`src/rtl/date_pkg.sv`:
```
// date_pkg: shared month constants, screen/edit-cursor codes and pending-edit actions for the date stage
package date_pkg;
    localparam logic [3:0] JAN = 4'd1, FEB = 4'd2, MAR = 4'd3, APR = 4'd4,
                           MAY = 4'd5, JUN = 4'd6, JUL = 4'd7, AUG = 4'd8,
                           SEP = 4'd9, OCT = 4'd10, NOV = 4'd11, DEC = 4'd12;
    localparam logic [1:0] SCREEN_DATE = 2'd1;
    localparam logic [2:0] POS_MON_HI = 3'd3, POS_MON_LO = 3'd2,
                           POS_DAY_HI = 3'd1, POS_DAY_LO = 3'd0;
    typedef enum logic [2:0] {NONE, DAY_INC, DAY_DEC, MON_INC, MON_DEC} action_t;
endpackage

```
`src/rtl/month_len.sv`:
```
// month_len: days in a month; Feb 29 only exists when LEAP_YEAR_EN is defined and leap is set
module month_len
    import date_pkg::*;
(
    input  logic [3:0] month,
    input  logic       leap,
    output logic [4:0] max_day
);
    logic leap_en;
`ifdef LEAP_YEAR_EN
    assign leap_en = leap;
`else
    assign leap_en = leap & 1'b0;
`endif
    // Lookup: long months 31, February 28/29, the rest 30
    always_comb
        max_day = (month == JAN || month == MAR || month == MAY || month == JUL ||
                   month == AUG || month == OCT || month == DEC) ? 5'd31 :
                  (month == FEB) ? (leap_en ? 5'd29 : 5'd28) : 5'd30;
endmodule

```
`src/rtl/day_month_counter.sv`:
```
// day_month_counter: calendar day/month stage with run-mode advance and key edits (LEAP_YEAR_EN enables Feb 29)
module day_month_counter
    import date_pkg::*;
#(
    parameter int RESET_DAY   = 1,
    parameter int RESET_MONTH = 1
) (
    input  logic       clk,
    input  logic       reset,
    input  logic       ClkDay,
    input  logic       ClkLeap,
    input  logic       KeyPlus,
    input  logic       KeyMinus,
    input  logic       EditMode,
    input  logic [2:0] EditPos,
    input  logic [1:0] screen,
    output logic [4:0] days,
    output logic [3:0] months,
    output logic       ClkYear
);
    action_t    pend, key_act;
    logic       idle, on_mon, on_day;
    logic [3:0] mon_inc, mon_dec, mon_sel;
    logic [4:0] max_day;

    // Month neighbours, key decode, and the month whose length governs this cycle's update
    always_comb begin
        idle    = KeyPlus && KeyMinus && !ClkDay;
        mon_inc = (months == DEC) ? JAN : months + 4'd1;
        mon_dec = (months == JAN) ? DEC : months - 4'd1;
        mon_sel = (idle && pend == MON_INC) ? mon_inc :
                  (idle && pend == MON_DEC) ? mon_dec : months;
        on_mon  = EditPos == POS_MON_HI || EditPos == POS_MON_LO;
        on_day  = EditPos == POS_DAY_HI || EditPos == POS_DAY_LO;
        key_act = (!EditMode || screen != SCREEN_DATE) ? NONE :
                  on_mon ? (!KeyPlus ? MON_INC : MON_DEC) :
                  on_day ? (!KeyPlus ? DAY_INC : DAY_DEC) : NONE;
    end

    month_len u_len (.month(mon_sel), .leap(ClkLeap), .max_day(max_day));

    // Date state: reset > day tick > key latch > idle apply/clamp; edits never raise ClkYear
    always_ff @(posedge clk) begin
        ClkYear <= 1'b0;
        if (reset) begin
            days   <= 5'(RESET_DAY);
            months <= 4'(RESET_MONTH);
            pend   <= NONE;
        end else if (ClkDay) begin
            pend <= NONE;
            if (!EditMode) begin
                if (days < max_day) begin
                    days <= days + 5'd1;
                end else begin
                    days    <= 5'd1;
                    months  <= mon_inc;
                    ClkYear <= months == DEC;
                end
            end
        end else if (!KeyPlus || !KeyMinus) begin
            pend <= key_act;
        end else begin
            pend <= NONE;
            case (pend)
                MON_INC, MON_DEC: begin
                    months <= mon_sel;
                    days   <= (days > max_day) ? max_day : days;
                end
                DAY_INC: days <= (days >= max_day) ? 5'd1 : days + 5'd1;
                DAY_DEC: days <= (days <= 5'd1 || days > max_day) ? max_day : days - 5'd1;
                default: days <= (days > max_day) ? max_day : days;
            endcase
        end
    end
endmodule

```
`config.mk`:
```
export PLATFORM = sky130hd
export DESIGN_NAME = day_month_counter
export DESIGN_NICKNAME = d
export VERILOG_FILES = /design/src/rtl/date_pkg.sv /design/src/rtl/month_len.sv /design/src/rtl/day_month_counter.sv
export SDC_FILE = /design/constraint.sdc
export NUM_CORES = 1
export LEC_CHECK = 0
export CAP_MARGIN = 20
export CORE_MARGIN = 2
export CORE_UTILIZATION = 45
export DETAILED_ROUTE_END_ITERATION = 7
export DONT_BUFFER_PORTS = 1
export PLACE_DENSITY = 0.7
export SYNTH_ARGS = -nofsm -noshare
export SYNTH_HDL_FRONTEND = slang
export SYNTH_SLANG_ARGS = --single-unit
```
`constraint.sdc`:
```
create_clock -name clk -period 3.7 [get_ports clk]
set_input_delay 0.74 -clock clk [delete_from_list [all_inputs] [get_ports clk]]
set_output_delay 0.74 -clock clk [all_outputs]
set_load 0.05 [all_outputs]
```
[Yosys cells after proc, flatten, opt, wreduce, memory -nomap -nowiden]
Index checks and enable logic that the tools add are counted.
Operators by class
  $add $sub $neg: 4
  reductions and logical operators: 27
  muxes and demuxes: 23
  $lt $le $gt $ge: 4
  bitwise gates (word level): 2
  eq/ne operators: 21
Operator list (number)
  4-bit 2-to-1 mux: 9
  5-bit 2-to-1 mux: 7
  4-bit == test, second input constant: 4
  3-bit by 2-bit == test with 1-bit output, second input constant: 4
  1-bit logical OR: 11
  5-bit case mux with 2 select lines: 1
  4-bit by 1-bit == test with 1-bit output, second input constant: 2
  4-bit by 2-bit == test with 1-bit output, second input constant: 2
  4-bit by 3-bit == test with 1-bit output, second input constant: 2
  2-bit 2-to-1 mux: 4
  4-bit OR reduction: 2
  3-bit by 1-bit == test with 1-bit output, second input constant: 2
  3-bit 2-to-1 mux: 2
  2-bit inequality test, second input constant: 3
  5-bit by 1-bit adder with 5-bit output, second input constant: 1
  5-bit greater-or-equal comparator: 1
  5-bit > comparator: 1
  5-bit by 1-bit <= comparator with 1-bit output, second input constant: 1
  5-bit less-than comparator: 1
  5-bit by 1-bit subtractor with 5-bit output, second input constant: 1
  4-bit by 1-bit adder with 4-bit output, second input constant: 1
  1-bit logical AND: 4
  1-bit zero test: 4
  4-bit AND reduction: 1
  9 further kinds: 10
Word-level totals
  word-level logic and storage cells: 85
  output and inout bits: 10
  bits of input ports: 12
  bits in registers: 13

[Depth between registers and ports, before layout]
Gate-level depths: netlist of the first run.
  depth after elaboration: 19
  mapped depth: 16
  gate-level depth less buffers: 16

[Hierarchy]
From an unflattened synthesis of the first run, not the netlist that was laid out.
Second synthesis, totals
  cells, all modules: 173
  area total of the unflattened synthesis: 1343.8 um^2
By module, submodules not included
  day_month_counter: cells an instance 166, area an instance 1287.5 um^2, sequential area each 260.2 um^2, instances 1
  month_len: cells an instance 7, area an instance 56.3 um^2, sequential area each 0.0 um^2, instances 1

[Worst setup path after synthesis of the first run]
No wires, ideal clock.
  kind: register to register
  start point: register months[0]
  end point: register days[0]
  path buffers: 0
  data required time: 3.578 ns
  stages on the path, launching flop included: 13
  library setup time: 0.122 ns
  arrival: 3.918 ns
  setup slack: -0.340 ns
  clock period less this slack: 4.040 ns
  cell sequence: dfxtp_1 ha_1 or3b_1 a21oi_1 nor3_1 a311oi_4 nand2b_1 nand2_1 ha_1 or4_1 a31oi_4 mux2_2 o32a_1
Between the ends
  word-level cells in the longest chain between the ends: 18
  elaborated cells on any way between the ends: 38
  classes of those cells: 2 x add/sub; 3 x order compare; 10 x eq/ne; 14 x mux; 9 x reduce/logical
RTL lines
  from (decl): RTL line day_month_counter.sv:18  | output logic [3:0] months,
  from (signal assigned): RTL line day_month_counter.sv:47  | months <= 4'(RESET_MONTH);
  from (signal assigned): RTL line day_month_counter.sv:56  | months <= mon_inc;
  from (signal assigned): RTL line day_month_counter.sv:66  | months <= mon_sel;
  4-bit by 1-bit subtractor with 4-bit output or 4-bit by 1-bit == test with 1-bit output (tied branches): RTL line day_month_counter.sv:30  | mon_dec = (months == JAN) ? DEC : months - 4'd1;
  4-bit 2-to-1 mux: RTL line day_month_counter.sv:30
  4-bit 2-to-1 mux: RTL line day_month_counter.sv:32  | (idle && pend == MON_DEC) ? mon_dec : months;
  4-bit 2-to-1 mux *: RTL line day_month_counter.sv:31  | mon_sel = (idle && pend == MON_INC) ? mon_inc :
  4-bit by 1-bit == test with 1-bit output or 4-bit by 2-bit == test with 1-bit output (tied branches): RTL line month_len.sv:17  | max_day = (month == JAN || month == MAR || month == MAY || month == JUL ||
  1-bit logical OR (4 in series): RTL line month_len.sv:17
  1-bit logical OR (2 in series): RTL line month_len.sv:18  | month == AUG || month == OCT || month == DEC) ? 5'd31 :
  2-bit 2-to-1 mux *: RTL line month_len.sv:18
  5-bit > comparator: RTL line day_month_counter.sv:67, day_month_counter.sv:70, day_month_counter.sv:71
  1-bit logical OR: RTL line day_month_counter.sv:70  | DAY_DEC: days <= (days <= 5'd1 || days > max_day) ? max_day : days - 5'd1;
  5-bit 2-to-1 mux: RTL line day_month_counter.sv:70
  5-bit case mux with 2 select lines: RTL line day_month_counter.sv:64  | case (pend)
  5-bit 2-to-1 mux: RTL line day_month_counter.sv:60  | end else if (!KeyPlus || !KeyMinus) begin
  5-bit 2-to-1 mux: RTL line day_month_counter.sv:49  | end else if (ClkDay) begin
  to (signal assigned): RTL line day_month_counter.sv:67  | days <= (days > max_day) ? max_day : days;
  to (signal assigned): RTL line day_month_counter.sv:70
  to (signal assigned): RTL line day_month_counter.sv:71  | default: days <= (days > max_day) ? max_day : days;
  to (decl): RTL line day_month_counter.sv:17  | output logic [4:0] days,
Mark *: on every way between the ends. The rest lies on a longest branch, timed or not. The select of a mux whose other input is x is not followed.
A chain may end at the register's enable or synchronous reset.

[Final worst setup path of the first run]
  start point: register months[1]
  end point: register days[4]
Same word-level chain as after synthesis.

==> impl_metrics.csv, run 1 <==
group,metric,value,unit
synth,avgSynthCellArea,7.79,µm²
routing,wl_per_cell,16.9,µm
synth,syn_area,1470,µm²
cells_and_area,seqCellArea,265,µm²
cells_and_area,nets,236,
floorplan,die-area,3730,µm²
clocking,path_clk_slew,0.09,ns
clocking,cts-buffers-inserted,3,
clocking,tritoncts,"built",
timing,fmax,0.286,GHz
cells_and_area,multiInputGateArea,1180,µm²
synth,yosys.area.top_type,"dfxtp_1",
status,status,"complete, no violations",
job,max-cap-violations,0,
timing,hold_viol_final,0,
setup_path,end_kind,"flip-flop",
floorplan,io_pins,22,
synth,synth_edf_count,0,
cells_and_area,nFillCells,298,
clocking,cts_max_path_buffers,2,
clocking,clk_latency,0.29,ns
grt,grt.overflow.total,0,
floorplan,initial_utilization,47.6,%
setup_path,cp_data_required_time,3.92,ns
routing,routed_wl,4390,µm
cells_and_area,fin_area,1790,µm²
synth,ys_top_cells_by_area,"dfxtp_1 (18%), ha_1 (6.0%), nor2_1 (5.4%), a21oi_1 (4.1%), nand3_1 (3.8%)",
cells_and_area,post-route-util,58.2,%
grt,grt_antenna_before_repair,0,
routing,ant_nets,0,
setup_path,critPathTopFamily,"compound AO/OA/AOI/OAI gates",
power,power_density,208,nW/µm²
placement,dpl_cell_area,1680,µm²
setup_path,cp_cell_sequence,"inv_1, ha_4, or3b_4, a21oi_1, nor3_1, a311oi_4, o211ai_1, nand2_1, ha_2, or2b_2, nand2_1, nor2_1, o2111ai_2, buf_6, a31oi_1, o31a_2, nor3_1",
setup_path,startpoint_type,"flip-flop",
timing,period_share,94.5,%
placement,gp_congestion,0.951,
grt,grt_max_degree,25,
setup_path,cp_slowest_cell,"or3b_4",
routing,vias,1639,
setup_path,max_stage_delay,0.36,ns
grt,grt_pass1_wl,7220,µm
synth,ys_dominant_reg_cell,"dfxtp_1",
cells_and_area,n_antenna_cell,0,
clocking,root_buffer,"clkbuf_4",
timing,slew_headroom,47.6,%
synth,syn-instance-count,188,
timing,tightest_slew,0.780,ns
synth,syn_nets,207,
setup_path,critPathArrivalTime,3.71,ns
floorplan,die_w,61.1,µm
clocking,h-tree-depth,1,
worst_hold_path,hp-class,"input port to flip-flop",
routing,drt_iter0_drc,102,
placement,numPortBuffers,0,
grt,grt_pass1_vias,1566,
grt,track_usage,26.0,%
floorplan,core,3080,µm²
timing,fin_crit,3.50,ns
power,leakage,0.000636,µW
floorplan,die_y,61.1,µm
floorplan,rows,20,
power,vdd_ir_drop_max,0.187,mV
timing,setup_viol,0,
synth,seq_area_frac_synth,17.8,%
timing,slew_violations,0,
routing,remaining_drc_errors,0,
cells_and_area,drive_gt1_share,29.6,%
setup_path,cp_num_buf_inv,2,
timing,hold_ws,0.505,ns
placement,dp_hpwl,3320,µm
synth,yosys_warnings,0,
synth,async_reset_ff_share,0,%
setup_path,path_class,"flip-flop to flip-flop",
routing,drt-pass1-iter-count,4,
synth,ys_ff_latch,13,
routing,via_per_inst,6.30,
setup_path,critPathMaxFanout,4,
synth,synth_top_area_share,17.8,%
timing,finalSetupTns,0,ns
timing,finClkSkew,0.00150,ns
synth,ys_types,56,
clocking,cts_sinks,13,
cells_and_area,syn2layout_area_growth,22.3,%
## layer usage
layer | vias to the layer above | track usage, % | wire (µm)
met4 | 0 | 10.6 | 119
met3 | 14 | 6.51 | 339
met2 | 82 | 42.1 | 2090
li1 | 775 | - | -
met1 | 768 | 33.1 | 1850
met5 | - | 0 | 0
## path summary, 6_finish.rpt
kind / startpoint / end / slack, ns / cells after the start
setup / recovery: months[1]$_SDFFE_PP0P_ / days[4]$_SDFFE_PP0P_ / 0.20 / 17
hold / removal: reset / months[3]$_SDFFE_PP0P_ / 0.50 / 1
setup reg to reg: months[1]$_SDFFE_PP0P_ / days[4]$_SDFFE_PP0P_ / 0.20 / 17
hold reg to reg: months[0]$_SDFFE_PP1P_ / months[0]$_SDFFE_PP1P_ / 0.58 / 2
## cell families after synthesis
kind of cell | Yosys count | synth area share, %
xor gates and xnor gates | 4 | 2.39
muxes | 5 | 3.50
buffers and inverters | 16 | 5.81
AOI/OAI and AO/OA | 54 | 32.3
and+or+nand+nor | 89 | 32.3
DFF | 13 | 17.8
adders and majority gates | 7 | 5.98
## placed cells by master, fill, tap and decap left out, types with 4 or more instances in the layout
cell type	count
a21oi_1	12
a31oi_1	6
buf_4	29
dfxtp_1	11
ha_1	5
inv_1	10
mux2i_1	4
nand2_1	13
nand2b_1	4
nand3_1	11
nand4_1	7
nor2_1	21
nor3_1	9
o211ai_1	4
o21ai_0	7
## power breakdown
part	internal (µW)	switching [µW]	leakage, µW
Combinational	50.0	72.1	0.000515
Sequential	145	6.88	0.000106
Clock	42.0	56.8	0.0000150
## worst reg2reg max path: stages (launching register included)
cell       delay [ns]
dfxtp_2          0.33
inv_1            0.10
ha_4             0.14
or3b_4           0.36
a21oi_1          0.13
nor3_1           0.09
a311oi_4         0.28
o211ai_1         0.16
nand2_1          0.13
ha_2             0.29
or2b_2           0.31
nand2_1          0.08
nor2_1           0.05
o2111ai_2        0.23
buf_6            0.15
a31oi_1          0.11
o31a_2           0.34
nor3_1           0.14
## registers in the layout, indices dropped and copies added, names as in the netlist
signal   cells
days         5
months       4
pend         3
ClkYear      1
## what timing repair did
action,CTS,global route
setup buffers,0,3
resized for setup,0,13
hold buffers,0,0
endpoints found under the setup margin,0,8
## layout make-up
type                       count  share of cell area [%]
clock buffer                   4                    1.47
inverter                      10                    2.09
multi-input combinational    159                    65.8
timing repair buffer          30                    12.8
tap                           44                    3.07
sequential                    13                    14.8
## cell usage after synthesis, types with 2 or more instances
library cell,n
o211ai_1,4
nor2_1,21
a21oi_1,12
o211a_1,2
a31oi_1,6
or2_2,2
a311oi_1,2
nor2b_1,2
buf_6,2
o31a_2,2
xnor2_1,3
nand2_1,13
o21ai_0,8
inv_1,10
dfxtp_1,13
nor4_1,2
clkbuf_1,2
and3_1,2
a311oi_4,2
o2111ai_2,2
nand4_1,7
mux2i_1,4
and3b_1,2
ha_1,7
nand2b_1,5
nand3_1,11
a211oi_1,2
nor3_1,10
## metrics by stage
step	setup slack [ns]	instances	total power, µW
floorplan	0.0336	188	244
global placement	-0.106	253	265
detailed placement	-0.163	253	268
CTS	0.0639	257	366
global route	-0.00407	260	391
finish	0.204	260	372
Note: power is estimated with default switching activity, not from simulation.
==> run 2, diff against run 1 <==
--- a/config.mk
+++ b/config.mk
@@ -10,7 +10,7 @@
 export CORE_UTILIZATION = 45
 export DETAILED_ROUTE_END_ITERATION = 7
 export DONT_BUFFER_PORTS = 1
-export PLACE_DENSITY = 0.7
+export PLACE_DENSITY = 0.68
 export SYNTH_ARGS = -nofsm -noshare
 export SYNTH_HDL_FRONTEND = slang
 export SYNTH_SLANG_ARGS = --single-unit
==> constraint.sdc (replaced) <==
create_clock -name clk -period 3.37 [get_ports clk]
set_input_delay 0.674 -clock clk [delete_from_list [all_inputs] [get_ports clk]]
set_output_delay 0.674 -clock clk [all_outputs]
set_load 0.05 [all_outputs]
==> run 2 against run 1 <==
Effect of this change:
- combinational power is 26% higher
- wire length shrank 1.1%
- worst hold slack got worse by 0.085 ns
- register-to-register slack lost 0.20 ns
- utilization increased by 5.0 points
- clock-buffer cell count is 1 lower
- die area unchanged
- critical path depth fell by 3
- critical path type unchanged
- critical endpoint is now days[0]$_SDFFE_PP1P_
- largest cell class unchanged
- largest power group unchanged
==> impl_metrics.csv, run 2 (synthesis results as in run 1) <==
group,metric,value,unit
status,status,"complete, no violations",
placement,gp_congestion,0.888,
floorplan,core,3080,µm²
timing,period_share,99.8,%
timing,tightest_slew,0.810,ns
timing,fin_crit,3.36,ns
grt,grt_antenna_before_repair,0,
grt,track_usage,25.9,%
floorplan,die-area,3730,µm²
clocking,cts_sinks,13,
timing,slew_violations,0,
placement,pre_cts_slack,-0.333,ns
grt,grt.overflow.total,0,
floorplan,io_pins,22,
setup_path,startpoint_type,"flip-flop",
cells_and_area,regMostFlops,"days",
clocking,path_clk_slew,0.11,ns
floorplan,die_w,61.1,µm
setup_path,end_kind,"flip-flop",
placement,numPortBuffers,0,
routing,wl_per_cell,16.2,µm
cells_and_area,largest_reg_flops,5,
routing,routed_wl,4350,µm
cells_and_area,n_antenna_cell,0,
power,power_density,219,nW/µm²
setup_path,cp_slowest_cell,"or4_4",
timing,finClkSkew,0.0168,ns
routing,vias,1652,
clocking,tritoncts,"built",
timing,fmax,0.297,GHz
clocking,cts-buffers-inserted,3,
timing,slew_headroom,45.6,%
routing,ant_nets,0,
cells_and_area,reg.largest.list,"days: 5 flops, months: 4 flops, pend: 3 flops",
clocking,clk_latency,0.30,ns
routing,drt-pass1-iter-count,4,
timing,hold_viol_final,0,
power,leakage,0.000696,µW
cells_and_area,final_cell_mix,"buf_4 (38), nor2_1 (20), a21oi_1 (11), nand3_1 (11), dfxtp_1 (10)",
clocking,root_buffer,"clkbuf_4",
setup_path,cp_cell_sequence,"inv_4, ha_4, buf_4, buf_4, o2111a_1, o211a_1, or2_4, o211ai_1, nand2_2, ha_4, or4_4, and3_4, o211a_1, o32a_1",
routing,drt_iter0_drc,84,
cells_and_area,final_common_cell,"buf_4",
clocking,cts_max_path_buffers,2,
cells_and_area,syn2layout_area_growth,32.7,%
grt,grt_pass1_wl,7290,µm
timing,setup_viol,0,
setup_path,critPathArrivalTime,3.54,ns
clocking,h-tree-depth,1,
cells_and_area,drive_gt1_share,38.4,%
timing,hold_ws,0.419,ns
routing,remaining_drc_errors,0,
setup_path,critPathMaxFanout,4,
placement,dp_hpwl,3350,µm
power,vdd_ir_drop_max,0.111,mV
floorplan,initial_utilization,47.6,%
job,max-cap-violations,0,
setup_path,path_class,"flip-flop to flip-flop",
routing,via_per_inst,6.16,
grt,grt_pass1_vias,1561,
grt,grt_max_degree,25,
timing,rsz0062_at_grt,"true",
worst_hold_path,hp-class,"input port to flip-flop",
setup_path,max_stage_delay,0.53,ns
worst_hold_path,hold_start,"reset",
floorplan,die_y,61.1,µm
setup_path,cp-startpoint,"months[1]$_SDFFE_PP0P_",
timing,worst_slack,0.00626,ns
setup_path,worstReg2RegStart,"months[1]$_SDFFE_PP0P_",
cells_and_area,nFillCells,288,
setup_path,cp_data_required_time,3.55,ns
floorplan,rows,20,
cells_and_area,nets,244,
run 2: cell types whose count changed in the layout (fill, tap and decap cells not counted), sizes merged:
cell,before,now
buf,30,38
clkbuf,4,3
clkinv,0,1
run 2: critical path: cells and delay by family (launching register included):
kind,cells,cell delay [ns]
flops,1,0.37
simple gates,4,1.07
buf+inv,3,0.28
compound gates,5,1.11
fa+ha+maj,2,0.40
run 2: final cells by class:
cell class	count	area (µm²)	area share, %
Clock buffer	3	22.5	1.16
Inverter	10	40.0	2.06
Clock inverter	1	5.00	0.257
Sequential cell	13	269	13.8
Multi-Input combinational cell	159	1270	65.2
Tap cell	44	55.1	2.83
Timing Repair Buffer	38	285	14.7
run 2: per-layer routing:
metal / global-route usage, % / vias to the layer above / share of wire (%) / routed length, µm
li1: - / 787 / - / -
met1: 36.2 / 790 / 44 / 1900
met2: 40.1 / 63 / 48 / 2080
met3: 4.41 / 12 / 6.5 / 283
met4: 9.01 / 0 / 1.9 / 82
met5: 0 / - / 0 / 0
run 2: power by group:
part           leakage (µW)  internal (µW)  total, µW  switching (µW)
sequential         0.000107            158        161            2.95
combinational      0.000571           64.9        154            89.6
clock             0.0000177           44.2        111            66.6
run 2: through the flow:
stage / setup TNS, ns / util [%] / area (µm²) / cells / power, µW
floorplan: -0.0554 / - / 1570 / 188 / 275
global placement: -1.39 / 59.3 / 1820 / 260 / 302
detailed placement: -2.12 / 59.3 / 1820 / 260 / 305
CTS: -0.0886 / 62.2 / 1910 / 267 / 421
global route: -0.577 / 63.2 / 1940 / 268 / 445
finish: 0 / 63.2 / 1940 / 268 / 427
run 2: final timing paths:
path                             to  slack [ns]  cells past startpoint
max            days[0]$_SDFFE_PP1P_       0.006                     14
min          months[1]$_SDFFE_PP0P_        0.42                      1
max reg2reg    days[0]$_SDFFE_PP1P_       0.006                     14
min reg2reg  months[0]$_SDFFE_PP1P_        0.59                      2
run 2: timing repair:
action	CTS	global route
pin swaps	19	7
hold buffers	0	0
gates resized for setup	9	4
buffers inserted	3	1
setup endpoints to repair	5	9
gates cloned	0	0
==> run 3, diff against run 2 <==
--- a/config.mk
+++ b/config.mk
@@ -7,10 +7,10 @@
 export LEC_CHECK = 0
 export CAP_MARGIN = 20
 export CORE_MARGIN = 2
-export CORE_UTILIZATION = 45
+export CORE_UTILIZATION = 32
 export DETAILED_ROUTE_END_ITERATION = 7
 export DONT_BUFFER_PORTS = 1
-export PLACE_DENSITY = 0.68
+export PLACE_DENSITY_LB_ADDON = 0.3
 export SYNTH_ARGS = -nofsm -noshare
 export SYNTH_HDL_FRONTEND = slang
 export SYNTH_SLANG_ARGS = --single-unit
==> run 3 against run 2 <==
Effect of this change:
- the flow now finishes with violations (setup timing)
- via count is 0.79% lower
- sequential power is 4% higher
- first-iteration DRC count is 55% higher
- combinational power is 5% lower
- non-clock buffer count is 5 higher
- worst hold slack better by 0.047 ns
- wire length is 0.12% lower
- cell count is 4.9% higher
- die area is 38% higher
- worst setup slack worse by 0.032 ns
- critical path depth is 2 higher
- register-to-register slack worse by 0.03 ns
- largest cell class unchanged
- highest routed layer unchanged
==> impl_metrics.csv, run 3 (synthesis results as in run 1) <==
group,metric,value,unit
clocking,h-tree-depth,1,
setup_path,end_kind,"flip-flop",
clocking,cts_max_path_buffers,2,
timing,setup_viol,1,
clocking,tritoncts,"built",
cells_and_area,drive_gt1_share,38.9,%
setup_path,cp-startpoint,"months[1]$_SDFFE_PP0P_",
timing,tightest_slew,0.924,ns
floorplan,die-area,5140,µm²
cells_and_area,regMostFlops,"days",
timing,slew_headroom,37.9,%
placement,place_inst,265,
setup_path,crit_end,"days[0]$_SDFFE_PP1P_",
timing,period_share,101,%
setup_path,path_class,"flip-flop to flip-flop",
timing,fin_crit,3.40,ns
setup_path,r2r-end,"days[0]$_SDFFE_PP1P_",
setup_path,startpoint_type,"flip-flop",
clocking,root_buffer,"clkbuf_8",
timing,rsz0062_at_grt,"true",
setup_path,critPathMaxFanout,5,
setup_path,critPathArrivalTime,3.54,ns
grt,grt_max_degree,25,
power,vdd_ir_drop_max,0.137,mV
routing,wl_per_cell,15.4,µm
routing,drt-pass1-iter-count,6,
cells_and_area,nets,249,
cells_and_area,nFillCells,434,
floorplan,initial_utilization,33.4,%
setup_path,cp_data_required_time,3.52,ns
routing,ant_nets,0,
cells_and_area,reg.largest.list,"days: 5 flops, months: 4 flops, pend: 3 flops",
clocking,path_clk_slew,0.07,ns
cells_and_area,final_common_cell,"buf_4",
placement,dpl_cell_area,1820,µm²
cells_and_area,largest_reg_flops,5,
placement,dp_hpwl,3230,µm
clocking,cts_sinks,13,
setup_path,worstReg2RegStart,"months[1]$_SDFFE_PP0P_",
grt,grt_antenna_before_repair,0,
routing,via_per_inst,5.83,
power,power_density,228,nW/µm²
power,leakage,0.000728,µW
worst_hold_path,hold_start,"reset",
timing,slew_violations,0,
setup_path,reg2reg_depth,16,
timing,fmax,0.294,GHz
setup_path,rrSetupSlack,-0.03,ns
routing,routed_wl,4340,µm
timing,hold_viol_final,0,
routing,remaining_drc_errors,0,
clocking,clk_latency,0.26,ns
floorplan,die_y,71.7,µm
routing,drt_iter0_drc,130,
cells_and_area,final_cell_mix,"buf_4 (41), nor2_1 (20), a21oi_1 (11), nand3_1 (11), dfxtp_1 (10)",
cells_and_area,fin_area,2030,µm²
status,status,"finished, violations left",
worst_hold_path,hp-class,"input port to flip-flop",
cells_and_area,syn2layout_area_growth,38.4,%
grt,grt_pass1_vias,1604,
timing,worst_slack,-0.0259,ns
cells_and_area,n_antenna_cell,0,
floorplan,rows,24,
clocking,cts-buffers-inserted,3,
floorplan,core,4380,µm²
timing,finClkSkew,0.0103,ns
floorplan,io_pins,22,
placement,gp_congestion,0.915,
floorplan,die_w,71.7,µm
status,violations,"setup timing",
placement,numPortBuffers,0,
cells_and_area,fin_cells,281,
grt,track_usage,17.8,%
grt,grt.overflow.total,0,
clocking,holdBufCountCts,0,
grt,grt_pass1_wl,7220,µm
job,max-cap-violations,0,
placement,pre_cts_slack,-0.233,ns
routing,vias,1639,
run 3: cell count changes in the layout (fill, tap and decap cells not counted), sizes merged:
cell    change
buf         +5
clkbuf      +1
clkinv      -1
run 3: power breakdown:
group	internal, µW	switching [µW]
Clock	83.9	65.0
Sequential	159	8.28
Combinational	63.6	82.1
Total	306	155
run 3: stage by stage:
step	utilization (%)	setup TNS (ns)	hold WS (ns)	power, µW
finish	46.3	-0.0259	0.466	461
global route	46.3	-0.383	0.455	490
CTS	44.7	-0.00272	0.471	460
detailed placement	41.6	-1.02	0.561	307
global placement	41.6	-0.931	0.560	305
floorplan	-	-0.0554	0.615	275
run 3: final cells by class:
cell class	instances	area, µm²	area share, %
Clock buffer	4	45.0	2.22
Multi-Input combinational cell	159	1270	62.6
Timing Repair Buffer	43	339	16.7
Sequential cell	13	269	13.3
Tap cell	52	65.1	3.21
Inverter	10	40.0	1.97
run 3: worst max-delay path: stages (launching register included):
cell and delay [ns]:
dfxtp_4 0.36, inv_4 0.06, ha_4 0.12, or3b_4 0.38, a21oi_4 0.14, nor3_2 0.08
a311oi_4 0.26, o211ai_1 0.20, nand2_2 0.14, ha_4 0.22, or2b_4 0.25, nand2_2 0.06
nor2_2 0.04, o2111ai_4 0.28, nand3_1 0.12, o22a_1 0.25, o32a_1 0.33
run 3: how the worst min path moves through the flow:
stage                                   to  slack, ns  depth (start not counted)
global placement    months[0]$_SDFFE_PP1P_       0.56                          2
finish              months[1]$_SDFFE_PP0P_       0.47                          1
floorplan           months[1]$_SDFFE_PP0P_       0.61                          2
CTS                 months[2]$_SDFFE_PP0P_       0.47                          1
detailed placement  months[0]$_SDFFE_PP1P_       0.56                          2
global route        months[1]$_SDFFE_PP0P_       0.45                          1
run 3: what timing repair did:
item,in CTS,in global routing
pin swaps,3,4
endpoints found under the setup margin,5,6
resized for setup,3,10
setup buffers,11,1
run 3: layer usage:
metal | vias up | global-route usage (%) | part of all wire (%)
met5 | - | 0 | 0
met1 | 792 | 23.0 | 47
met2 | 39 | 30.1 | 48
li1 | 799 | - | -
met3 | 9 | 2.11 | 3.0
met4 | 0 | 7.13 | 1.7
